**src/rtl/mem_port_arbiter_pkg.sv**
```systemverilog
// riscy_mem_pkg: shared types and defaults for the memory port arbiter.
//   arb_state_t : arbiter FSM states
//   port_t      : identifies the I (fetch) or D (load/store) requester
//   DEF_AW/DW   : default address / data widths
package riscy_mem_pkg;

    typedef enum logic [1:0] {IDLE, ACCESS, WAIT, RESP} arb_state_t;
    typedef enum logic {PORT_I, PORT_D} port_t;

    localparam int unsigned DEF_AW = 32;
    localparam int unsigned DEF_DW = 32;

endpackage

```
**src/rtl/mem_port_arbiter_if.sv**
```systemverilog
// mem_port_arbiter_if: bundles the I port, D port and memory-side signals.
//   slave  : arbiter view (takes requests, drives grants/responses and memory)
//   master : core + memory view (drives requests and mem_rdata)
interface mem_port_arbiter_if #(
    parameter int unsigned AW = 32,
    parameter int unsigned DW = 32
) ();
    logic          i_req;
    logic [AW-1:0] i_addr;
    logic          i_gnt;
    logic          i_rvalid;
    logic [DW-1:0] i_rdata;

    logic          d_req;
    logic          d_we;
    logic [AW-1:0] d_addr;
    logic [DW-1:0] d_wdata;
    logic          d_gnt;
    logic          d_rvalid;
    logic [DW-1:0] d_rdata;

    logic          mem_we;
    logic [AW-1:0] mem_addr;
    logic [DW-1:0] mem_wdata;
    logic [DW-1:0] mem_rdata;

    modport slave (
        input  i_req, i_addr, d_req, d_we, d_addr, d_wdata, mem_rdata,
        output i_gnt, i_rvalid, i_rdata, d_gnt, d_rvalid, d_rdata,
               mem_we, mem_addr, mem_wdata
    );

    modport master (
        output i_req, i_addr, d_req, d_we, d_addr, d_wdata, mem_rdata,
        input  i_gnt, i_rvalid, i_rdata, d_gnt, d_rvalid, d_rdata,
               mem_we, mem_addr, mem_wdata
    );
endinterface

```
**src/rtl/mem_port_arbiter_rr_arb2.sv**
```systemverilog
// rr_arb2: combinational 2-way round-robin picker.
//   req[0] = I port, req[1] = D port
//   last_grant : port granted most recently (register kept by the parent)
//   grant      : one-hot winner, all-zero when nothing requests
module rr_arb2
    import riscy_mem_pkg::*;
(
    input  logic [1:0] req,
    input  port_t      last_grant,
    output logic [1:0] grant
);

    always_comb begin
        grant = '0;
        if (&req) begin
            // Contention: the port that did not win last time goes now.
            grant = (last_grant == PORT_I) ? 2'b10 : 2'b01;
        end else begin
            grant = req;
        end
    end

endmodule

```
**src/rtl/mem_port_arbiter.sv**
```systemverilog
// mem_port_arbiter: shares one single-port word memory between the
// instruction-fetch port (I, read-only) and the load/store port (D).
// One transaction in flight, round-robin on contention.
//   clk, rst_n : clock (rising edge), asynchronous active-low reset
//   bus        : I/D request/response and memory signals (slave modport)
//   busy       : high whenever the FSM is not in IDLE
// Parameters: AW/DW widths, RD_LAT memory read latency (1..4 cycles).
module mem_port_arbiter
    import riscy_mem_pkg::*;
#(
    parameter int unsigned AW     = DEF_AW,
    parameter int unsigned DW     = DEF_DW,
    parameter int unsigned RD_LAT = 1
) (
    input  logic               clk,
    input  logic               rst_n,
    mem_port_arbiter_if.slave  bus,
    output logic               busy
);

    localparam logic [1:0] CNT_INIT = 2'(RD_LAT - 1);

    arb_state_t    state;
    port_t         owner;
    port_t         last_grant;
    logic          lat_we;
    logic [1:0]    cnt;
    logic [AW-1:0] mem_addr_q;
    logic [DW-1:0] mem_wdata_q;
    logic [DW-1:0] i_rdata_q;
    logic [DW-1:0] d_rdata_q;
    logic [1:0]    pick;
    logic [1:0]    gnt;

    rr_arb2 u_pick (
        .req        ({bus.d_req, bus.i_req}),
        .last_grant (last_grant),
        .grant      (pick)
    );

    // Grants exist only in IDLE and are suppressed while reset is held.
    assign gnt = (rst_n && state == IDLE) ? pick : '0;

    always_ff @(posedge clk or negedge rst_n) begin
        if (!rst_n) begin
            state       <= IDLE;
            owner       <= PORT_I;
            last_grant  <= PORT_I;
            lat_we      <= 1'b0;
            cnt         <= '0;
            mem_addr_q  <= '0;
            mem_wdata_q <= '0;
            i_rdata_q   <= '0;
            d_rdata_q   <= '0;
        end else begin
            case (state)
                IDLE: begin
                    if (|gnt) begin
                        // The address latch doubles as the mem_addr driver, so it
                        // becomes visible in ACCESS and holds afterwards.
                        owner      <= gnt[1] ? PORT_D : PORT_I;
                        last_grant <= gnt[1] ? PORT_D : PORT_I;
                        mem_addr_q <= gnt[1] ? bus.d_addr : bus.i_addr;
                        lat_we     <= gnt[1] & bus.d_we;
                        if (gnt[1]) begin
                            mem_wdata_q <= bus.d_wdata;
                        end
                        state <= ACCESS;
                    end
                end
                ACCESS: begin
                    if (lat_we) begin
                        state <= RESP;
                    end else begin
                        cnt   <= CNT_INIT;
                        state <= WAIT;
                    end
                end
                WAIT: begin
                    if (cnt != '0) begin
                        cnt <= cnt - 2'd1;
                    end else begin
                        if (owner == PORT_D) begin
                            d_rdata_q <= bus.mem_rdata;
                        end else begin
                            i_rdata_q <= bus.mem_rdata;
                        end
                        state <= RESP;
                    end
                end
                RESP: begin
                    state <= IDLE;
                end
                default: begin
                    state <= IDLE;
                end
            endcase
        end
    end

    assign bus.i_gnt     = gnt[0];
    assign bus.d_gnt     = gnt[1];
    assign bus.i_rvalid  = (state == RESP) && (owner == PORT_I);
    assign bus.d_rvalid  = (state == RESP) && (owner == PORT_D);
    assign bus.i_rdata   = i_rdata_q;
    assign bus.d_rdata   = d_rdata_q;
    assign bus.mem_we    = (state == ACCESS) && lat_we;
    assign bus.mem_addr  = mem_addr_q;
    assign bus.mem_wdata = mem_wdata_q;
    assign busy          = (state != IDLE);

endmodule
```
**src/flat_wrapper.sv**
```systemverilog
// flat-port wrapper written by rule: the top's interface ports become plain ports
module mem_port_arbiter_flat import riscy_mem_pkg::*;
#(
    parameter int unsigned AW     = DEF_AW,
    parameter int unsigned DW     = DEF_DW,
    parameter int unsigned RD_LAT = 1
)
  (clk, rst_n, busy, bus_i_req, bus_i_addr, bus_d_req, bus_d_we, bus_d_addr, bus_d_wdata, bus_mem_rdata, bus_i_gnt, bus_i_rvalid, bus_i_rdata, bus_d_gnt, bus_d_rvalid, bus_d_rdata, bus_mem_we, bus_mem_addr, bus_mem_wdata);
  mem_port_arbiter_if #(.AW(AW), .DW(DW)) bus_i ();
  input  logic clk;
  input  logic rst_n;
  output logic busy;
  input wire logic [$bits(bus_i.i_req)-1:0] bus_i_req;
  input wire logic [$bits(bus_i.i_addr)-1:0] bus_i_addr;
  input wire logic [$bits(bus_i.d_req)-1:0] bus_d_req;
  input wire logic [$bits(bus_i.d_we)-1:0] bus_d_we;
  input wire logic [$bits(bus_i.d_addr)-1:0] bus_d_addr;
  input wire logic [$bits(bus_i.d_wdata)-1:0] bus_d_wdata;
  input wire logic [$bits(bus_i.mem_rdata)-1:0] bus_mem_rdata;
  output wire logic [$bits(bus_i.i_gnt)-1:0] bus_i_gnt;
  output wire logic [$bits(bus_i.i_rvalid)-1:0] bus_i_rvalid;
  output wire logic [$bits(bus_i.i_rdata)-1:0] bus_i_rdata;
  output wire logic [$bits(bus_i.d_gnt)-1:0] bus_d_gnt;
  output wire logic [$bits(bus_i.d_rvalid)-1:0] bus_d_rvalid;
  output wire logic [$bits(bus_i.d_rdata)-1:0] bus_d_rdata;
  output wire logic [$bits(bus_i.mem_we)-1:0] bus_mem_we;
  output wire logic [$bits(bus_i.mem_addr)-1:0] bus_mem_addr;
  output wire logic [$bits(bus_i.mem_wdata)-1:0] bus_mem_wdata;
  assign bus_i.i_req = bus_i_req;
  assign bus_i.i_addr = bus_i_addr;
  assign bus_i.d_req = bus_d_req;
  assign bus_i.d_we = bus_d_we;
  assign bus_i.d_addr = bus_d_addr;
  assign bus_i.d_wdata = bus_d_wdata;
  assign bus_i.mem_rdata = bus_mem_rdata;
  assign bus_i_gnt = bus_i.i_gnt;
  assign bus_i_rvalid = bus_i.i_rvalid;
  assign bus_i_rdata = bus_i.i_rdata;
  assign bus_d_gnt = bus_i.d_gnt;
  assign bus_d_rvalid = bus_i.d_rvalid;
  assign bus_d_rdata = bus_i.d_rdata;
  assign bus_mem_we = bus_i.mem_we;
  assign bus_mem_addr = bus_i.mem_addr;
  assign bus_mem_wdata = bus_i.mem_wdata;
  mem_port_arbiter #(.AW(AW), .DW(DW), .RD_LAT(RD_LAT)) u_core (.clk(clk), .rst_n(rst_n), .bus(bus_i), .busy(busy));
endmodule
```
**config.mk**
```make
export PLATFORM = sky130hd
export DESIGN_NAME = mem_port_arbiter_flat
export DESIGN_NICKNAME = d
export VERILOG_FILES = /design/src/rtl/mem_port_arbiter_pkg.sv /design/src/rtl/mem_port_arbiter_if.sv /design/src/rtl/mem_port_arbiter_rr_arb2.sv /design/src/rtl/mem_port_arbiter.sv /design/src/flat_wrapper.sv
export SDC_FILE = /design/constraint.sdc
export NUM_CORES = 1
export LEC_CHECK = 0
export BUFFER_PORTS_ARGS = -buffer_cell sky130_fd_sc_hd__buf_2
export CAP_MARGIN = 20
export CORE_MARGIN = 2
export CORE_UTILIZATION = 35
export DETAILED_ROUTE_END_ITERATION = 10
export PLACE_DENSITY = 0.68
export SYNTH_ARGS = -nofsm -noshare
export SYNTH_HDL_FRONTEND = slang
export SYNTH_SLANG_ARGS = --single-unit
export TNS_END_PERCENT = 100
```
**constraint.sdc**
```tcl
create_clock -name clk -period 5 [get_ports clk]
set_input_delay 0.5 -clock clk [delete_from_list [all_inputs] [get_ports clk]]
set_output_delay 0.5 -clock clk [all_outputs]
set_load 0.01 [all_outputs]
```
## Word-level counts from Yosys, hierarchy flattened

Index checks and enable logic that the tools add are counted.

- Flip-flop bits (word level): 134
- Word-level logic and storage cells: 47
- Bits of input ports: 133
- Output and inout bits: 134

- Add/sub/neg operators: 1
- Eq/ne operators: 7
- Multiplexer cells: 12
- Reductions and logical operators: 16
- Bitwise gates (word level): 3

Operators with widths:

| cell | count |
|---|---|
| $mux 32 | 1 |
| $mux 2 | 7 |
| $reduce_and 3->1 | 4 |
| $pmux 2 s4 | 1 |
| $ne 2x2->1 const B | 3 |
| $reduce_and 2->1 | 3 |
| $reduce_bool 2->1 | 3 |
| $eq 2x2->1 const B | 2 |
| $logic_and 1x1->1 | 4 |
| $pmux 2 s2 | 1 |
| $eq 2x1->1 const B | 1 |
| $logic_not 2->1 | 1 |
| $mux 1 | 2 |
| $ne 2x1->1 const B | 1 |
| $not 1->1 | 2 |
| $reduce_or 2->1 | 1 |
| $sub 2x1->2 const B | 1 |
| $and 1x1->1 | 1 |

## Depth between registers and ports, before layout

Gate-level depths: netlist of run 1.

- Depth in word-level cells: 6
- Depth in mapped cells: 8
- Depth with buffers taken out: 6

## Cells and area by module

From an unflattened synthesis of run 1, not the netlist that was laid out.

- Cells, all modules: 493
- Area total of the unflattened synthesis: 5703.0 µm²

Modules (own cells, without submodules):

| module | cells each | area an instance (µm²) | instances |
|---|---|---|---|
| mem_port_arbiter | 490 | 5684.2 | 1 |
| rr_arb2 | 3 | 18.8 | 1 |

## Worst setup path before layout of run 1

No wires, ideal clock.

- Path type: register to output
- Start point: reg u_core.state[0]
- End point: out bus_d_gnt
- Arrival time: 1496 ps
- Cell stages (with the launch flop): 8
- Slack: 3004 ps
- Cells stage by stage: dfrtp_1 -> inv_1 -> ha_1 -> nand3_1 -> or2_1 -> buf_6 -> inv_8 -> buf_12

- Longest elaborated chain between the ends: 3

Ends and longest elaborated chain:

| item | RTL line | source |
|---|---|---|
| start, declared | mem_port_arbiter.sv:23 | `arb_state_t state;` |
| start signal, assigned | mem_port_arbiter.sv:46 | `state <= IDLE;` |
| start signal, assigned | mem_port_arbiter.sv:68 | `state <= ACCESS;` |
| start signal, assigned | mem_port_arbiter.sv:73 | `state <= RESP;` |
| $logic_not 2->1 | mem_port_arbiter.sv:42 | `assign gnt = (rst_n && state == IDLE) ? pick : '0;` |
| $logic_and 1x1->1 | mem_port_arbiter.sv:42 |  |
| $mux 2 | mem_port_arbiter.sv:42 |  |
| end, declared | flat_wrapper.sv:23 | `output wire logic [$bits(bus_i.d_gnt)-1:0] bus_d_gnt;` |

No other way between the ends.

## Worst setup path after layout of run 1

Ends and elaborated chain as after synthesis.

==> results of run 1 <==
[layout make-up]
cell class | instances | area share
multi-input cells | 223 | 0.256
flip-flops and latches | 134 | 0.424
inverters | 41 | 0.0204
clock buffers | 20 | 0.0578
clock inverters | 12 | 0.0252
repair buffers | 274 | 0.182
well taps | 216 | 0.0342
[metrics by stage]
step	util	instance area [µm²]	setup slack (ns)	total power [mW]
detailed placement	0.453	7190	2.01	3.95
CTS	0.494	7850	1.77	5.36
global route	0.498	7900	1.69	5.63
global placement	0.453	7190	2.05	3.90
floorplan	-	5700	3.00	3.13
finish	0.498	7900	1.85	5.30
[sequential cells by signal (all words and copies together) (netlist names)]
signal and cells:
u_core.bus.mem_addr 32, u_core.state 2, u_core.lat_we 1, u_core.cnt 2, u_core.bus.d_rdata 32, u_core.owner 1
u_core.bus.mem_wdata 32, u_core.bus.i_rdata 32
[worst paths after layout]
path                                                        endpoint  slack (ns)  cells past startpoint
worst max-delay path                                       bus_d_gnt        1.85                      8
worst min-delay path               u_core.bus.i_rdata[8]$_DFFE_PN0P_        0.04                      1
worst max register to register  u_core.bus.mem_wdata[31]$_DFFE_PN0P_        2.49                      8
worst min register to register     u_core.bus.d_rdata[3]$_DFFE_PN0P_        0.50                      1
max in group asynchronous        u_core.bus.mem_wdata[2]$_DFFE_PN0P_        3.89                      3
min in group clk                u_core.bus.mem_wdata[16]$_DFFE_PN0P_        0.32                      2
[cells by family (layout without fill, tap and decap cells)]
family	after synthesis	in the layout	synth area share
mux	99	99	0.213
simple gates	46	46	0.0342
flops	134	134	0.588
fa+ha+maj	6	6	0.0132
compound gates	72	72	0.0943
buf+inv	67	347	0.0568
[cell usage in the layout, fill, tap and decap left out]
| cell type | n |
|---|---|
| buf_4 | 6 |
| nor2b_1 | 2 |
| nand2_1 | 35 |
| o211a_1 | 1 |
| and3_1 | 2 |
| and2_1 | 2 |
| buf_16 | 2 |
| inv_8 | 1 |
| o22ai_1 | 1 |
| a211oi_1 | 2 |
| clkinv_4 | 2 |
| buf_6 | 1 |
| inv_1 | 40 |
| o21ai_0 | 1 |
| clkbuf_8 | 2 |
| or2_1 | 1 |
| o211ai_1 | 65 |
| clkinv_2 | 3 |
| clkbuf_16 | 17 |
| clkbuf_1 | 1 |
| dfrtp_1 | 134 |
| a21oi_1 | 1 |
| buf_2 | 265 |
| bufinv_16 | 5 |
| a22o_1 | 1 |
| nand3_1 | 4 |
| clkinvlp_4 | 1 |
| mux2_4 | 28 |
| mux2i_1 | 2 |
| ha_1 | 6 |
| inv_6 | 1 |
| mux2_2 | 69 |
[routing by layer]
layer / GRT usage / vias up / wire, µm
met5: 0 / - / 0
met4: 0.0465 / 0 / 173
met3: 0.0532 / 13 / 943
met2: 0.260 / 185 / 6580
met1: 0.207 / 2066 / 6120
li1: - / 2029 / -
[cell usage after synthesis, types with 3 or more instances]
cell type	number	area share
ha_1	6	0.013
mux2_2	69	0.14
nand3_1	4	0.0035
buf_2	6	0.0053
o211ai_1	65	0.086
dfrtp_1	134	0.59
clkbuf_1	13	0.0086
inv_1	40	0.026
mux2_4	28	0.074
buf_12	3	0.011
nand2_1	35	0.023
[worst max-delay path: cells and delay by family, from the launching register on]
family | cells | cell delay [ns]
buf+inv | 5 | 1.15
flops | 1 | 0.40
simple gates | 2 | 0.35
fa+ha+maj | 1 | 0.28
[power by group through the flow]
| stage | Sequential, mW | Combinational (mW) | Clock [mW] |
|---|---|---|---|
| floorplan | 2.16 | 0.964 | 0 |
| global placement | 1.91 | 1.99 | 0 |
| detailed placement | 1.92 | 2.03 | 0 |
| CTS | 1.91 | 2.02 | 1.42 |
| global route | 1.99 | 2.17 | 1.48 |
| finish | 1.91 | 2.01 | 1.38 |
==> key figures, run 1 <==
Status
  – Status: completed

Clock network
  – CTS H-tree depth: 4
  – # Post-CTS Setup Buffers: 0
  – Root Buffer: clkbuf_16
  – Clock Latency Late Sink: 0.41 ns
  – Clock transition at path regs: 0.06 ns
  – CTS Sinks: 134
  – Cts repair resizes: 0
  – CTS tree: built
  – Hold Buf Count CTS: 0
  – Clock Tree Buf Depth: 2
  – Num CTS Buffers: 17

Die
  – Die Span Y: 132 µm
  – Die outline width: 132 µm
  – I/O pins: 267
  – Core area: 0.0159 mm²
  – Num rows: 46
  – Initial Utilization: 0.359
  – Die ar.: 0.0173 mm²

Power and ir drop
  – Combinational fraction of design power: 0.379
  – Leakage: 4.01 nW
  – Pwr Density: 671 mW/mm²
  – Sw Pwr: 1.71 mW
  – P_int: 3.59 mW
  – Switching share of total power: 0.323
  – Peak supply drop: 0.241 mV
  – Clock Power Share: 0.260
  – Seq pwr share: 0.361

Timing
  – Slew Limit Fails: 0
  – RSZ-0062 raised after global routing: no
  – FMAX: 0.318 GHz
  – Slew margin rel.: 0.379
  – Worst Tran Pin Value: 0.931 ns
  – Skew final: 0.00718 ns
  – Period utilization: 0.629
  – Minimum clock period: 3.15 ns
  – Hold slack: 0.0434 ns
  – Final Hold Fails: 0
  – Setup TNS: 0 ns
  – Final-report setup violation count: 0

Worst setup path
  – Setup crit start: u_core.state[0]$_DFFE_PN0P_
  – Startpoint Class: flop
  – Critical path class: flop to output pin
  – Crit-path max cell delay: 0.40 ns
  – Critical Path Fanout Max: 34
  – Crit-path cells: inv_1 > ha_1 > nand3_1 > buf_4 > or2_1 > buf_4 > inv_8 > buf_2
  – Arrival time worst endpoint: 2.65 ns
  – CP Capture Type: output pin
  – CP max stage cell: dfrtp_1
  – Crit path top cell by count: buf_4
  – R2r startpoint: u_core.state[0]$_DFFE_PN0P_
  – CP required: 4.50 ns

Layout
  – Fillers: 1446
  – Seq. cell area: 0.00335 mm²
  – Non-Filler Instances: 920
  – Number of diodes: 0
  – Layout cells sized above 1: 0.572
  – Area of the multi-input gates: 0.00203 mm²
  – Nets: 830
  – Synthesis-to-finish area growth: 38.6%

Route
  – Starting DRT DRC Count: 120
  – Drt wl/cell: 15.0 µm
  – Via density: 4.67
  – DRT antenna net count: 0
  – First-pass iteration count of the detailed router: 6
  – DRC violation count after routing: 0
  – Final WL: 13800 µm
  – Routed vias: 4293

Synth
  – Syn Inst Count: 424
  – Number of synthesized register bits: 134
  – Synth Net Count: 563
  – Syn Area/Cell: 13.5 µm²
  – Top_reg_cell synth: dfrtp_1
  – Synthesis Warnings: 0
  – Synth async-reset ratio: 1.00
  – EDFF count, synth: 0
  – Cell Area, Synth: 0.00570 mm²
  – Unique masters post-synth: 26
  – Seq/Total Area, Yosys: 0.588

Min path
  – Hold Path Class: input port to asynchronous set/reset pin

GRT
  – Maximum number of pins on one net before global-route repair: 80
  – Initial antenna violation count: 0
  – First-pass GRT wire length: 22300 µm
  – All-Layer GR Usage: 0.161
  – Remaining global-route overflow: 0
  – Vias in the first global route: 4228

Place
  – Placer Congestion: 0.773
  – Port Buf Inserts: 266
  – Placed Cells incl. Taps: 886
  – Hpwl dp: 9780 µm

Job
  – Number of max-cap violations: 0
Power figures use the tool's default switching activity.
==> run 2, diff against run 1 <==
==> constraint.sdc (replaced) <==
create_clock -name clk -period 2.96 [get_ports clk]
set_input_delay 0.296 -clock clk [delete_from_list [all_inputs] [get_ports clk]]
set_output_delay 0.296 -clock clk [all_outputs]
set_load 0.01 [all_outputs]
==> key figures, run 2 (synthesis gave the netlist of run 1 again) <==
Min path
  – Hold Path End: u_core.bus.mem_wdata[1]$_DFFE_PN0P_
  – Hold path depth: 2
  – Hold Path Class: input port to flop
  – Hold path start: bus_d_wdata[1]

Route
  – Starting DRT DRC Count: 120
  – First-pass iteration count of the detailed router: 6
  – Drt wl/cell: 15.0 µm
  – Final WL: 13800 µm
  – DRT antenna net count: 0
  – Routed vias: 4324
  – DRC violation count after routing: 0
  – Via density: 4.69

Clock network
  – Clock Latency Late Sink: 0.41 ns
  – Num CTS Buffers: 17
  – CTS tree: built
  – CTS H-tree depth: 4
  – CTS Sinks: 134
  – Clock transition at path regs: 0.06 ns
  – Clock Tree Buf Depth: 2
  – Root Buffer: clkbuf_16

Power and ir drop
  – Switching share of total power: 0.331
  – Peak supply drop: 0.407 mV
  – Pwr Density: 1110 mW/mm²
  – Sw Pwr: 2.88 mW
  – Combinational fraction of design power: 0.389
  – P_int: 5.82 mW
  – Clock Power Share: 0.241
  – Seq pwr share: 0.370
  – Leakage: 3.97 nW

Worst setup path
  – CP required: 2.66 ns
  – CP Capture Type: output pin
  – FF-to-FF End: u_core.bus.mem_wdata[2]$_DFFE_PN0P_
  – CP max stage cell: dfrtp_1
  – R2r startpoint: u_core.state[0]$_DFFE_PN0P_
  – Critical path class: flop to output pin
  – Startpoint Class: flop
  – Buffers and inverters on the worst path: 4
  – Critical Path Fanout Max: 34
  – Top cell family by delay on the critical path: buffers and inverters
  – R2R setup slack: 0.66 ns
  – Crit-path cells: inv_1 > ha_1 > nand3_1 > buf_4 > or2_1 > inv_8 > buf_2
  – Crit-path max cell delay: 0.41 ns
  – Arrival time worst endpoint: 2.42 ns
  – Reg2reg path depth: 7

Die
  – I/O pins: 267
  – Initial Utilization: 0.359
  – Die Span Y: 132 µm
  – Die outline width: 132 µm
  – Num rows: 46
  – Core area: 0.0159 mm²
  – Die ar.: 0.0173 mm²

Layout
  – Non-Filler Instances: 921
  – Most frequent cells in the layout: buf_2, dfrtp_1, mux2_2, o211ai_1, inv_1
  – Synthesis-to-finish area growth: 37.2%
  – Finished Cell Area: 0.00783 mm²
  – Number of diodes: 0
  – Seq. cell area: 0.00335 mm²
  – Area of the multi-input gates: 0.00203 mm²
  – Layout cells sized above 1: 0.572
  – Final Util: 0.493
  – Fillers: 1456
  – Nets: 831
  – Most common cell after layout, fill and taps aside: buf_2

Timing
  – Worst Tran Pin Value: 0.759 ns
  – FMAX: 0.368 GHz
  – Final-report setup violation count: 0
  – Slew margin rel.: 0.494
  – Period utilization: 0.917
  – Slew Limit Fails: 0
  – Final Hold Fails: 0
  – Skew final: 0.00795 ns
  – Setup TNS: 0 ns
  – Minimum clock period: 2.71 ns
  – RSZ-0062 raised after global routing: no
  – Hold slack: 0.113 ns

GRT
  – Vias in the first global route: 4369
  – All-Layer GR Usage: 0.162
  – Initial antenna violation count: 0
  – Maximum number of pins on one net before global-route repair: 132
  – Remaining global-route overflow: 0
  – First-pass GRT wire length: 22400 µm

Place
  – Area after DPL: 0.00722 mm²
  – Hpwl dp: 9770 µm
  – Port Buf Inserts: 266
  – Placed Cells incl. Taps: 888
  – Placer Congestion: 0.774

Status
  – Status: completed

Job
  – Number of max-cap violations: 0
run 2: cell count changes in the layout (fill, tap and decap cells not counted):
cell	previous run	this run
buf_12	0	1
buf_16	2	0
buf_4	6	7
bufinv_16	5	2
clkbuf_8	2	3
clkinvlp_4	1	3
dlygate4sd3_1	0	1
run 2: final cells by class:
cell class,instances,area share
sequential,134,0.429
multi-input combinational,223,0.259
timing repair buffer,275,0.181
clock buffer,21,0.0601
tap,216,0.0345
inverter,41,0.0206
clock inverter,11,0.0158
run 2: repair_timing:
action,CTS,global route
hold endpoints to repair,3,0
buffers inserted,0,0
hold buffers,1,0
resized for setup,0,0
run 2: worst reg2reg max path, cell delays in order (launching register included):
cell and delay, ns:
dfrtp_1 0.41, inv_1 0.14, ha_1 0.29, nand3_1 0.09
buf_4 0.25, or2_1 0.34, inv_8 0.27, mux2_2 0.40
run 2: layer usage:
| metal | part of all wire | vias to the layer above | track usage |
|---|---|---|---|
| li1 | - | 2029 | - |
| met1 | 0.43 | 2078 | 0.202 |
| met2 | 0.48 | 194 | 0.265 |
| met3 | 0.072 | 23 | 0.0455 |
| met4 | 0.019 | 0 | 0.0658 |
| met5 | 0 | - | 0 |
run 2: through the flow:
stage	setup WS (ns)	power, mW
final	0.246	8.70
after global routing	0.0968	9.26
after CTS	0.227	8.83
after detailed placement	0.663	6.69
after global placement	0.705	6.59
after floorplan	1.05	5.29
run 2: power by group through the flow:
stage | logic [mW] | clock network (mW) | registers [mW]
2_1_floorplan | 1.63 | 0 | 3.66
3_3_place_gp | 3.36 | 0 | 3.22
3_5_place_dp | 3.45 | 0 | 3.24
4_1_cts | 3.45 | 2.16 | 3.23
5_1_grt | 3.67 | 2.24 | 3.35
6_report | 3.38 | 2.09 | 3.22
run 2: how the worst max path moves through the flow:
stage | start | to | slack [ns] | cells past startpoint
floorplan | u_core.state[0]$_DFFE_PN0P_ | u_core.bus.mem_wdata[23]$_DFFE_PN0P_ | 1.05 | 8
global placement | u_core.state[0]$_DFFE_PN0P_ | bus_d_gnt | 0.70 | 7
detailed placement | u_core.state[0]$_DFFE_PN0P_ | u_core.bus.mem_wdata[2]$_DFFE_PN0P_ | 0.66 | 7
CTS | u_core.state[0]$_DFFE_PN0P_ | bus_d_gnt | 0.23 | 7
global route | u_core.state[0]$_DFFE_PN0P_ | bus_d_gnt | 0.1 | 7
finish | u_core.state[0]$_DFFE_PN0P_ | bus_d_gnt | 0.25 | 7
==> run 3, diff against run 2 <==
--- a/config.mk
+++ b/config.mk
@@ -10,7 +10,8 @@
 export CORE_MARGIN = 2
 export CORE_UTILIZATION = 35
 export DETAILED_ROUTE_END_ITERATION = 10
-export PLACE_DENSITY = 0.68
+export PLACE_DENSITY = 0.59
+export RECOVER_POWER = 100
 export SYNTH_ARGS = -nofsm -noshare
 export SYNTH_HDL_FRONTEND = slang
 export SYNTH_SLANG_ARGS = --single-unit
==> key figures, run 3 (synthesis gave the netlist of run 1 again) <==
Timing
  – Period utilization: 0.893
  – FMAX: 0.378 GHz
  – Skew final: 0.00890 ns
  – RSZ-0062 raised after global routing: no
  – Final-report setup violation count: 0
  – Minimum clock period: 2.64 ns
  – Worst Tran Pin Value: 1.07 ns
  – Slew margin rel.: 0.285
  – Final Hold Fails: 0
  – Setup TNS: 0 ns
  – Slew Limit Fails: 0
  – Setup ws final: 0.317 ns

Worst setup path
  – R2R setup slack: 0.49 ns
  – Critical Path Fanout Max: 34
  – Setup crit start: u_core.state[0]$_DFFE_PN0P_
  – CP required: 2.66 ns
  – FF-to-FF End: u_core.owner$_DFFE_PN0P_
  – Crit path to: bus_d_gnt
  – Arrival time worst endpoint: 2.35 ns
  – Startpoint Class: flop
  – R2r startpoint: u_core.state[1]$_DFFE_PN0P_
  – CP Capture Type: output pin
  – Critical path class: flop to output pin
  – Reg2reg path depth: 7

Die
  – Initial Utilization: 0.359
  – Die outline width: 132 µm
  – Die Span Y: 132 µm
  – Core area: 0.0159 mm²
  – I/O pins: 267
  – Die ar.: 0.0173 mm²
  – Num rows: 46

Place
  – Hpwl dp: 10700 µm
  – Port Buf Inserts: 266
  – Placed Cells incl. Taps: 889
  – DP Worst Slack: 0.644 ns
  – Placer Congestion: 0.761
  – Area after DPL: 0.00722 mm²

Layout
  – Seq. cell area: 0.00335 mm²
  – Layout cells sized above 1: 0.343
  – Synthesis-to-finish area growth: 32.3%
  – Finished Cell Area: 0.00754 mm²
  – Most frequent cells in the layout: clkbuf_1, dfrtp_1, buf_2, mux2_2, o211ai_1
  – Area of the multi-input gates: 0.00192 mm²
  – Nets: 832
  – Most common cell after layout, fill and taps aside: clkbuf_1
  – Non-Filler Instances: 922
  – Number of diodes: 0
  – Final Util: 0.475
  – Fillers: 1557

Clock network
  – Num CTS Buffers: 17
  – Cts repair resizes: 0
  – Root Buffer: clkbuf_16
  – CTS tree: built
  – Clock Tree Buf Depth: 2
  – CTS Sinks: 134
  – # Post-CTS Setup Buffers: 0
  – CTS H-tree depth: 4
  – Clock Latency Late Sink: 0.41 ns
  – Clock transition at path regs: 0.06 ns

GRT
  – Vias in the first global route: 4576
  – All-Layer GR Usage: 0.177
  – Remaining global-route overflow: 0
  – First-pass GRT wire length: 24200 µm
  – Initial antenna violation count: 0
  – Maximum number of pins on one net before global-route repair: 65

Route
  – Routed vias: 4326
  – Via density: 4.69
  – DRT antenna net count: 0
  – Drt wl/cell: 16.1 µm
  – Final WL: 14900 µm
  – DRC violation count after routing: 0
  – First-pass iteration count of the detailed router: 4
  – Starting DRT DRC Count: 217

Power and ir drop
  – Peak supply drop: 0.431 mV
  – Leakage: 3.51 nW
  – Pwr Density: 1120 mW/mm²

Min path
  – Hold Path Class: input port to flop

Status
  – Status: completed

Job
  – Number of max-cap violations: 0
run 3: cell count changes in the layout (fill, tap and decap cells not counted), sizes merged:
cell      delta
buf        -137
bufinv       +1
clkbuf     +135
clkinv       +1
clkinvlp     -1
inv          +2
run 3: repair_timing:
item | CTS | global route
hold buffers | 1 | 0
hold endpoints to repair | 28 | 0
setup endpoints to repair | 0 | 0
run 3: layout make-up:
type,count,area share
Multi-Input combinational cell,223,0.255
Timing Repair Buffer,276,0.164
Sequential cell,134,0.444
Tap cell,216,0.0358
Clock buffer,18,0.0569
Inverter,41,0.0214
Clock inverter,14,0.0229
run 3: metrics by stage:
stage               total power, mW  hold slack [ns]
global placement               6.64            0.201
CTS                            8.94           0.0921
finish                         8.42            0.102
floorplan                      5.29         0.000409
detailed placement             6.76            0.211
global route                   8.98           0.0742
run 3: power by group:
group / leakage, nW / switching (mW) / internal, mW / total (mW)
clock network: 0.291 / 0.802 / 1.33 / 2.13
logic: 1.62 / 1.69 / 1.34 / 3.03
registers: 1.60 / 0.499 / 2.76 / 3.26
run 3: worst min path at each step:
stage                          startpoint  cells past startpoint                                    to  slack, ns
after floorplan                     rst_n                      0     u_core.bus.d_rdata[0]$_DFFE_PN0P_     0.0004
after global placement              rst_n                      1    u_core.bus.mem_addr[0]$_DFFE_PN0P_       0.20
after detailed placement            rst_n                      1    u_core.bus.mem_addr[0]$_DFFE_PN0P_       0.21
after CTS                 bus_d_wdata[16]                      2  u_core.bus.mem_wdata[16]$_DFFE_PN0P_       0.09
after global routing       bus_d_wdata[6]                      2   u_core.bus.mem_wdata[6]$_DFFE_PN0P_       0.07
final                     bus_d_wdata[14]                      2  u_core.bus.mem_wdata[14]$_DFFE_PN0P_       0.10
run 3: layer usage:
layer  vias up  global-route usage  part of all wire  routed length (µm)
met5         -                   0                 0                   0
met4         0              0.0580             0.016                 236
met3        23              0.0610             0.067                 998
met2       186               0.294              0.49                7260
met1      2093               0.215              0.43                6360
li1       2024                   -                 -                   -
run 3: critical path: stages (launching register included):
cell      delay, ns
dfrtp_1        0.40
inv_1          0.16
ha_1           0.29
nand3_1        0.09
buf_4          0.26
or2_1          0.33
inv_8          0.23
clkbuf_1       0.18
